## src/rtl/bc_pkg.sv

```systemverilog
// bc_pkg: shared opcode, bus-select and ALU-op encodings for the basic computer control unit.
package bc_pkg;
    localparam int SC_W = 4;
    localparam logic [SC_W-1:0] SC_MAX = 4'd6;
    typedef enum logic [2:0] {OP_AND, OP_ADD, OP_LDA, OP_STA, OP_BUN, OP_BSA, OP_ISZ, OP_REG} opcode_t;
    localparam logic [2:0] BUS_NONE = 3'd0;
    localparam logic [2:0] BUS_AR   = 3'd1;
    localparam logic [2:0] BUS_PC   = 3'd2;
    localparam logic [2:0] BUS_DR   = 3'd3;
    localparam logic [2:0] BUS_AC   = 3'd4;
    localparam logic [2:0] BUS_IR   = 3'd5;
    localparam logic [2:0] BUS_TR   = 3'd6;
    localparam logic [2:0] BUS_MEM  = 3'd7;
    localparam logic [2:0] ALU_AND  = 3'd0;
    localparam logic [2:0] ALU_ADD  = 3'd1;
    localparam logic [2:0] ALU_LDDR = 3'd2;
    localparam logic [2:0] ALU_CMA  = 3'd3;
    localparam logic [2:0] ALU_SHR  = 3'd4;
    localparam logic [2:0] ALU_SHL  = 3'd5;
    localparam logic [2:0] ALU_INC  = 3'd6;
endpackage

```

## src/rtl/bc_register.sv

```systemverilog
// bc_register: generic register with synchronous clear, parallel load and increment.
module bc_register #(
    parameter int WIDTH = 16
) (
    input  logic             clk,
    input  logic             reset,
    input  logic             write,
    input  logic             increment,
    input  logic [WIDTH-1:0] d,
    output logic [WIDTH-1:0] q
);
    always_ff @(posedge clk)
        if (reset) q <= '0;
        else if (write) q <= d;
        else if (increment) q <= q + 1'b1;
endmodule

```

## src/rtl/bc_control_unit.sv

```systemverilog
// bc_control_unit: hardwired timing/decode control for the 16-bit basic computer.
module bc_control_unit
    import bc_pkg::*;
#(
    parameter int ADDR_W = 12,
    parameter int DATA_W = 16
) (
    input  logic              clk,
    input  logic              reset,
    input  logic [DATA_W-1:0] ir,
    input  logic              ac_zero,
    input  logic              ac_sign,
    input  logic              dr_zero,
    input  logic              e_flag,
    output logic              ar_write, ar_inc, ar_clr,
    output logic              pc_write, pc_inc, pc_clr,
    output logic              dr_write, dr_inc, dr_clr,
    output logic              ac_write, ac_inc, ac_clr,
    output logic              ir_write, ir_inc, ir_clr,
    output logic              tr_write, tr_inc, tr_clr,
    output logic [2:0]        bus_sel,
    output logic [2:0]        alu_op,
    output logic              e_clr, e_cmp,
    output logic              mem_read, mem_write,
    output logic              halted,
    output logic [SC_W-1:0]   sc
);
    logic i_flag, halt, sc_last, sc_clr, hlt, active;
    logic [7:0] d;
    logic [6:0] t;
    logic [ADDR_W-1:0] rr;

    bc_register #(.WIDTH(SC_W)) u_sc (
        .clk(clk), .reset(reset | sc_clr), .write(1'b0), .increment(!halt), .d('0), .q(sc)
    );

    assign d = 8'b1 << ir[DATA_W-2 -: 3];
    assign t = (sc <= SC_MAX) ? 7'(7'b1 << sc) : '0;
    assign rr = ir[ADDR_W-1:0];
    assign active = !reset && !halt;
    assign sc_clr = sc_last || (sc > SC_MAX);
    assign halted = halt;

    always_ff @(posedge clk)
        if (reset) begin
            i_flag <= 1'b0;
            halt <= 1'b0;
        end else if (!halt) begin
            if (t[2]) i_flag <= ir[DATA_W-1];
            if (hlt) halt <= 1'b1;
        end

    always_comb begin
        {ar_write, ar_inc, ar_clr, pc_write, pc_inc, pc_clr} = '0;
        {dr_write, dr_inc, dr_clr, ac_write, ac_inc, ac_clr} = '0;
        {ir_write, ir_inc, ir_clr, tr_write, tr_inc, tr_clr} = '0;
        {e_clr, e_cmp, mem_read, mem_write, sc_last, hlt} = '0;
        bus_sel = BUS_NONE;
        alu_op = ALU_AND;
        if (active) begin
            if (t[0]) begin bus_sel = BUS_PC; ar_write = 1'b1; end
            if (t[1]) begin bus_sel = BUS_MEM; mem_read = 1'b1; ir_write = 1'b1; pc_inc = 1'b1; end
            if (t[2]) begin bus_sel = BUS_IR; ar_write = 1'b1; end
            if (t[3] && d[OP_REG]) begin
                sc_last = 1'b1;
                // Register-reference: only the most significant set bit is honoured.
                if (!i_flag) begin
                    if (rr[11]) ac_clr = 1'b1;
                    else if (rr[10]) e_clr = 1'b1;
                    else if (rr[9]) begin alu_op = ALU_CMA; ac_write = 1'b1; end
                    else if (rr[8]) e_cmp = 1'b1;
                    else if (rr[7]) begin alu_op = ALU_SHR; ac_write = 1'b1; end
                    else if (rr[6]) begin alu_op = ALU_SHL; ac_write = 1'b1; end
                    else if (rr[5]) ac_inc = 1'b1;
                    else if (rr[4]) pc_inc = !ac_sign && !ac_zero;
                    else if (rr[3]) pc_inc = ac_sign;
                    else if (rr[2]) pc_inc = ac_zero;
                    else if (rr[1]) pc_inc = !e_flag;
                    else if (rr[0]) hlt = 1'b1;
                end
            end
            if (t[3] && !d[OP_REG] && i_flag) begin bus_sel = BUS_MEM; mem_read = 1'b1; ar_write = 1'b1; end
            if (t[4]) begin
                if (d[OP_AND] || d[OP_ADD] || d[OP_LDA] || d[OP_ISZ]) begin
                    bus_sel = BUS_MEM; mem_read = 1'b1; dr_write = 1'b1;
                end
                if (d[OP_STA]) begin bus_sel = BUS_AC; mem_write = 1'b1; sc_last = 1'b1; end
                if (d[OP_BUN]) begin bus_sel = BUS_AR; pc_write = 1'b1; sc_last = 1'b1; end
                if (d[OP_BSA]) begin bus_sel = BUS_PC; mem_write = 1'b1; ar_inc = 1'b1; end
            end
            if (t[5]) begin
                if (d[OP_AND] || d[OP_ADD] || d[OP_LDA]) begin
                    alu_op = d[OP_AND] ? ALU_AND : d[OP_ADD] ? ALU_ADD : ALU_LDDR;
                    ac_write = 1'b1;
                    sc_last = 1'b1;
                end
                if (d[OP_BSA]) begin bus_sel = BUS_AR; pc_write = 1'b1; sc_last = 1'b1; end
                if (d[OP_ISZ]) dr_inc = 1'b1;
            end
            if (t[6] && d[OP_ISZ]) begin
                bus_sel = BUS_DR; mem_write = 1'b1; pc_inc = dr_zero; sc_last = 1'b1;
            end
        end
    end

    sc_legal: assert property (@(posedge clk) disable iff (reset) sc <= SC_MAX);
endmodule

```

## config.mk

```make
export PLATFORM = sky130hd
export DESIGN_NAME = bc_control_unit
export DESIGN_NICKNAME = d
export VERILOG_FILES = /design/src/rtl/bc_pkg.sv /design/src/rtl/bc_register.sv /design/src/rtl/bc_control_unit.sv
export SDC_FILE = /design/constraint.sdc
export NUM_CORES = 1
export LEC_CHECK = 0
export CORE_UTILIZATION = 41
export DETAILED_ROUTE_END_ITERATION = 8
export PLACE_DENSITY_LB_ADDON = 0.2
export SLEW_MARGIN = 25
export SYNTH_ARGS = -nofsm -noshare
export SYNTH_HDL_FRONTEND = slang
export SYNTH_HIERARCHICAL = 1
export SYNTH_SLANG_ARGS = --single-unit
```

## constraint.sdc

```tcl
create_clock -name clk -period 2.73 [get_ports clk]
set_input_delay 0.4095 -clock clk [delete_from_list [all_inputs] [get_ports clk]]
set_output_delay 0.4095 -clock clk [all_outputs]
set_load 0.1 [all_outputs]
```

# Yosys cells after proc, flatten, opt, wreduce, memory -nomap -nowiden
# Index checks and enable logic that the tools add are counted.
[op_classes] muxes=134 order_cmp=2 bitwise=2 n_addsub=1 div=0 n_shift=2 reduce_logical=17 n_eq_ne=0 n_mul=0
[op_table] op="two-way mux 1 bit" n=107
[op_table] op="two-way mux 3 bit" n=23
[op_table] op="<< shifter 1 x 3 -> 8 bit, first input constant" n=1
[op_table] op="two-way mux 7 bit" n=1
[op_table] op="<< shifter 1 x 4 -> 7 bit, first input constant" n=1
[op_table] op="logical AND 1 bit" n=6
[op_table] op="logical NOT 1 bit" n=6
[op_table] op="two-way mux 2 bit" n=3
[op_table] op="adder 4 x 1 -> 4 bit, second input constant" n=1
[op_table] op="greater-than comparator 4 x 3 -> 1 bit, second input constant" n=1
[op_table] op="<= comparator 4 x 3 -> 1 bit, second input constant" n=1
[op_table] op="logical OR 1 bit" n=4
[op_table] op="AND reduction 2 bit" n=1
[op_table] op="NOT 1 bit" n=1
[op_table] op="bitwise OR 1 bit" n=1
[totals] ramBits=0 n_memories=0 wordCells=161 regBits=6 mem_bits_ro=0 output_inout_bits=33 latch_bits=0

# Depth between registers and ports, before layout
[depth] ltp_word=18 depth_mapped=7 depth_no_buf=6

# By module
# Netlist, hierarchy kept.
[by_module_without_submodules] module="bc_control_unit" cells_each=130 area_per_inst_um2=828.3 seq_area_each_um2=40.0 n_inst=1
[by_module_without_submodules] module="bc_register" cells_each=22 area_per_inst_um2=205.2 seq_area_each_um2=80.1 n_inst=1

# Worst setup path before layout
# OpenSTA, ideal clock, no wires.
[synth_timing] path_type="register to output" start="reg u_sc.q[1]" end="out bus_sel[2]" slack_ns=-2.466 stages_incl_launch_ff=5 required_ns=2.321 path_buffers=1 t_arrival_ns=4.787 path_cell_list="dfxtp_1 clkbuf_1 inv_1 a41o_1 nor4b_1"
[synth_between] elab_chain_cells=14 elab_cells_between_ends=18 cone_classes="order compare: 1; shift: 1; mux: 13; reduce/logical: 3"
[synth_lines] element="start, declared" line="bc_register.sv:10" source="output logic [WIDTH-1:0] q"
[synth_lines] element="start signal, assigned" line="bc_register.sv:15" source="else if (increment) q <= q + 1'b1;"
[synth_lines] element="<= comparator 4 x 3 -> 1 bit / << shifter 1 x 4 -> 7 bit (equally long branches)" line="bc_control_unit.sv:38" source="assign t = (sc <= SC_MAX) ? 7'(7'b1 << sc) : '0;"
[synth_lines] element="two-way mux 7 bit *" line="bc_control_unit.sv:38"
[synth_lines] element="two-way mux 3 bit / logical AND 1 bit (equally long branches)" line="bc_control_unit.sv:62, bc_control_unit.sv:82"
[synth_lines] element="two-way mux 3 bit / logical AND 1 bit (equally long branches)" line="bc_control_unit.sv:63, bc_control_unit.sv:82"
[synth_lines] element="two-way mux 3 bit" line="bc_control_unit.sv:82" source="if (t[3] && !d[OP_REG] && i_flag) begin bus_sel = BUS_MEM; mem_read = 1'b1; ar_write = 1'b1; end"
[synth_lines] element="two-way mux 3 bit" line="bc_control_unit.sv:84" source="if (d[OP_AND] || d[OP_ADD] || d[OP_LDA] || d[OP_ISZ]) begin"
[synth_lines] element="two-way mux 3 bit" line="bc_control_unit.sv:87" source="if (d[OP_STA]) begin bus_sel = BUS_AC; mem_write = 1'b1; sc_last = 1'b1; end"
[synth_lines] element="two-way mux 3 bit" line="bc_control_unit.sv:88" source="if (d[OP_BUN]) begin bus_sel = BUS_AR; pc_write = 1'b1; sc_last = 1'b1; end"
[synth_lines] element="two-way mux 3 bit" line="bc_control_unit.sv:89" source="if (d[OP_BSA]) begin bus_sel = BUS_PC; mem_write = 1'b1; ar_inc = 1'b1; end"
[synth_lines] element="two-way mux 3 bit" line="bc_control_unit.sv:83" source="if (t[4]) begin"
[synth_lines] element="two-way mux 3 bit" line="bc_control_unit.sv:97" source="if (d[OP_BSA]) begin bus_sel = BUS_AR; pc_write = 1'b1; sc_last = 1'b1; end"
[synth_lines] element="two-way mux 3 bit" line="bc_control_unit.sv:91" source="if (t[5]) begin"
[synth_lines] element="two-way mux 3 bit *" line="bc_control_unit.sv:100" source="if (t[6] && d[OP_ISZ]) begin"
[synth_lines] element="two-way mux 3 bit *" line="bc_control_unit.sv:60" source="if (active) begin"
[synth_lines] element="end, declared" line="bc_control_unit.sv:21" source="output logic [2:0] bus_sel,"
# Every way passes the cells marked *; elsewhere a longest branch is shown, timed or not.

# Worst setup path in the final report
[layout_timing] start="in ir[12]" end="out pc_inc"
[layout_between] elab_chain_cells=5 elab_cells_between_ends=6 cone_classes="shift: 1; mux: 3; reduce/logical: 2"
[layout_lines] element="start, declared" line="bc_control_unit.sv:10" source="input logic [DATA_W-1:0] ir,"
[layout_lines] element="<< shifter 1 x 3 -> 8 bit *" line="bc_control_unit.sv:37" source="assign d = 8'b1 << ir[DATA_W-2 -: 3];"
[layout_lines] element="logical AND 1 bit" line="bc_control_unit.sv:64" source="if (t[3] && d[OP_REG]) begin"
[layout_lines] element="two-way mux 1 bit" line="bc_control_unit.sv:64"
[layout_lines] element="two-way mux 1 bit *" line="bc_control_unit.sv:100"
[layout_lines] element="two-way mux 1 bit *" line="bc_control_unit.sv:60"
[layout_lines] element="end, declared" line="bc_control_unit.sv:16" source="output logic pc_write, pc_inc, pc_clr,"
# Marked as above.

==> flow_metrics.env <==
export IMPL_coreArea_mm2=0.00230
export IMPL_worstMarginPinSlew_ps=528
export IMPL_final_cell_area_mm2=0.00201
export IMPL_numPortBuffers=46
export IMPL_nNetsFinal=237
export IMPL_grt_antenna_before_repair=0
export IMPL_syn_area_mm2=0.00103
export IMPL_cts_clk_slew_worst_paths_ps=40
export IMPL_combPwrFrac=0.655
export IMPL_crit_path_max_incr_delay_ps=560
export IMPL_hold_slack_ps=573
export IMPL_die_h_um=52.2
export IMPL_startpoint="ir[12]"
export IMPL_slew_viol_final=0
export IMPL_die_w_um=52.2
export IMPL_rows=17
export IMPL_end_kind="primary output"
export IMPL_globalplace_congestion=0.890
export IMPL_synthCells=152
export IMPL_criticalPathCategory="primary input to primary output"
export IMPL_ctsRootBufferMaster="clkbuf_4"
export IMPL_wl_um=3940
export IMPL_cp_slowest_cell="or4_4"
export IMPL_cp_start_kind="primary input"
export IMPL_drc=0
export IMPL_crit_arrival_ps=2250
export IMPL_synth_seq_cells=6
export IMPL_drv_cap=0
export IMPL_p_per_area_mw_per_mm2=311
export IMPL_initial_core_util=0.450
export IMPL_fin_cells=241
export IMPL_syn_mean_instance_area_um2=6.80
export IMPL_area_growth_pct=94.6
export IMPL_critical_path_peak_fanout=2
export IMPL_dpl_hpwl_um=2970
export IMPL_maxSlewHeadroom=0.645
export IMPL_cp_buffers_inverters=2
export IMPL_synthDistinctLibCells=47
export IMPL_wl_per_cell_um=16.4
export IMPL_status="finished, final reports clean"
export IMPL_hp_start="i_flag"
export IMPL_firstDrtPassIters=4
export IMPL_nFillCells=122
export IMPL_cts_max_path_buffers=2
export IMPL_track_usage=0.314
export IMPL_crit_required_ps=2320
export IMPL_clkLatencyLatePin_ps=260
export IMPL_internal_power_uw=288
export IMPL_report_final_hold_viol_count=0
export IMPL_period_share=0.975
export IMPL_skew_ps=14.9
export IMPL_clock_power_share=0.153
export IMPL_seq_power_share=0.191
export IMPL_yosysWarnings=6
export IMPL_multiInputGateArea_mm2=0.00103
export IMPL_drt_iter0_markers=42
export IMPL_grt_pass1_wl_um=6420
export IMPL_timing_fmax_ghz=0.376
export IMPL_setup_viol=0
export IMPL_first_global_vias=1356
export IMPL_vias=1391
export IMPL_place_area_mm2=0.00197
export IMPL_register_area_um2=129
export IMPL_cts_sinks=6
export IMPL_grt_remaining_overflow=0
export IMPL_placed_cells=237
export IMPL_finalPower_uw=625
export IMPL_ant_nets=0
export IMPL_p_leak_uw=0.000777
export IMPL_cts_made_buffers=3
export IMPL_cp_cell_sequence="clkdlybuf4s50_1, nand4bb_1, or2_1, or4_4, a21oi_4, buf_12"
export IMPL_num_antenna_cells=0
export IMPL_rsz0062_at_grt="false"
export IMPL_critical_path_top_delay_family="simple AND/OR/NAND/NOR gates"
export IMPL_power_switching_uw=337
export IMPL_cts_tree="done"
export IMPL_irDropWorstVdd_v=0.000409
export IMPL_ys_seq_area_frac=0.116
export IMPL_drive_gt1_frac=0.357
export IMPL_die_area_mm2=0.00273
export IMPL_p_sw_frac=0.539
export IMPL_hold_path_class="flip-flop to flip-flop"
export IMPL_ios=55
export IMPL_via_per_inst=5.77
export IMPL_min_period_ps=2660
export IMPL_htree_num_levels=1
export IMPL_grt_max_degree=20
export IMPL_r2r_start="u_sc/q[2]"
## through the flow
stage           util  setup slack (ps)  setup TNS, ps
5_1_grt        0.875              2.72              0
3_3_place_gp   0.859              75.5              0
6_report       0.875              68.1              0
4_1_cts        0.870              43.3              0
2_1_floorplan      -              -149           -171
3_5_place_dp   0.859              46.8              0
## sequential cells by signal, summed over array words and instances, names as in the netlist
name    count
u_sc/q      4
halted      1
i_flag      1
## power by group through the flow
stage	sequential (µW)	combinational, µW	clock, µW
finish	120	409	95.8
global route	122	426	102
CTS	118	406	95.1
detailed placement	120	403	0
global placement	119	395	0
floorplan	142	263	0
## routing by layer
metal,part of all wire,track usage,wire (µm)
met2,0.54,0.560,2140
met5,0,0,0
met4,0.031,0.132,121
met1,0.37,0.363,1460
met3,0.056,0.0580,220
## worst min-delay path, cell delays in order (launching register included)
cell,delay (ps)
dfxtp_1,340
mux2i_1,140
nor2_1,50
## area by class of cell
type                       instances  share of cell area
clock buffer                       4              0.0131
inverter                           7              0.0131
multi-input combinational        135               0.514
sequential                         6              0.0641
tap                               28              0.0174
timing repair buffer              61               0.378
## cells in the final DEF, fill, tap and decap left out, types with 4 or more instances in the layout
cell,synthesis,final
o21ai_0,4,4
buf_12,0,20
clkdlybuf4s50_1,0,21
and2_1,4,4
nor3_4,0,4
nor3_1,8,4
conb_1,1,13
inv_1,7,7
dfxtp_2,0,4
nand2b_1,7,7
nor2_1,14,11
a21oi_1,14,9
a21oi_4,0,5
nand2_1,10,10
mux2i_1,4,4
buf_4,8,20
## final timing paths
| path | to | slack (ps) | cells after the start |
|---|---|---|---|
| min reg2reg | i_flag | 570 | 2 |
| max reg2reg | u_sc/q[2] | 750 | 6 |
| max | pc_inc | 70 | 6 |
| min | i_flag | 570 | 2 |
## synthesized netlist by cell type (all sizes together)
cell type / instances / area, µm²
a2111oi: 1 / 8.76
a211oi: 1 / 7.51
a21o: 2 / 15.0
a21oi: 14 / 70.1
a311oi: 1 / 8.76
a31oi: 2 / 12.5
a41o: 1 / 10.0
and2: 4 / 25.0
and3: 2 / 12.5
buf: 11 / 75.1
clkbuf: 5 / 18.8
conb: 1 / 3.75
dfxtp: 6 / 120
ha: 1 / 12.5
inv: 7 / 26.3
mux2: 1 / 11.3
mux2i: 4 / 40.0
nand2: 10 / 37.5
nand2b: 7 / 43.8
nand3: 1 / 5.00
nand4: 3 / 18.8
nand4b: 2 / 32.5
nand4bb: 1 / 11.3
nor2: 14 / 52.6
nor2b: 1 / 6.26
nor3: 8 / 40.0
nor3b: 3 / 22.5
nor4: 6 / 43.8
nor4b: 3 / 32.5
o2111ai: 1 / 8.76
o211ai: 1 / 7.51
o21a: 3 / 22.5
o21ai: 4 / 20.0
o21bai: 1 / 7.51
o22ai: 1 / 6.26
o31ai: 2 / 15.0
o32ai: 1 / 8.76
or2: 4 / 25.0
or3: 2 / 12.5
or4: 3 / 22.5
xnor2: 3 / 26.3
xor2: 3 / 26.3
## timing repair
| item | 4_1_cts | 5_1_grt |
|---|---|---|
| buffers inserted | 0 | 0 |
| hold endpoints to repair | 0 | 0 |
| hold buffers | 0 | 0 |
| gates resized for setup | 0 | 3 |
| endpoints found under the setup margin | 0 | 5 |
## logic make-up after synthesis
group	count (synthesis)	synth area share
and+or+nand+nor	74	0.430
muxes	5	0.0496
xor gates and xnor gates	6	0.0509
other	1	0.00363
adders and majority gates	1	0.0121
buffers and inverters	23	0.116
AOI/OAI and AO/OA	36	0.222
DFF	6	0.116
(Power assumes the default switching activity.)
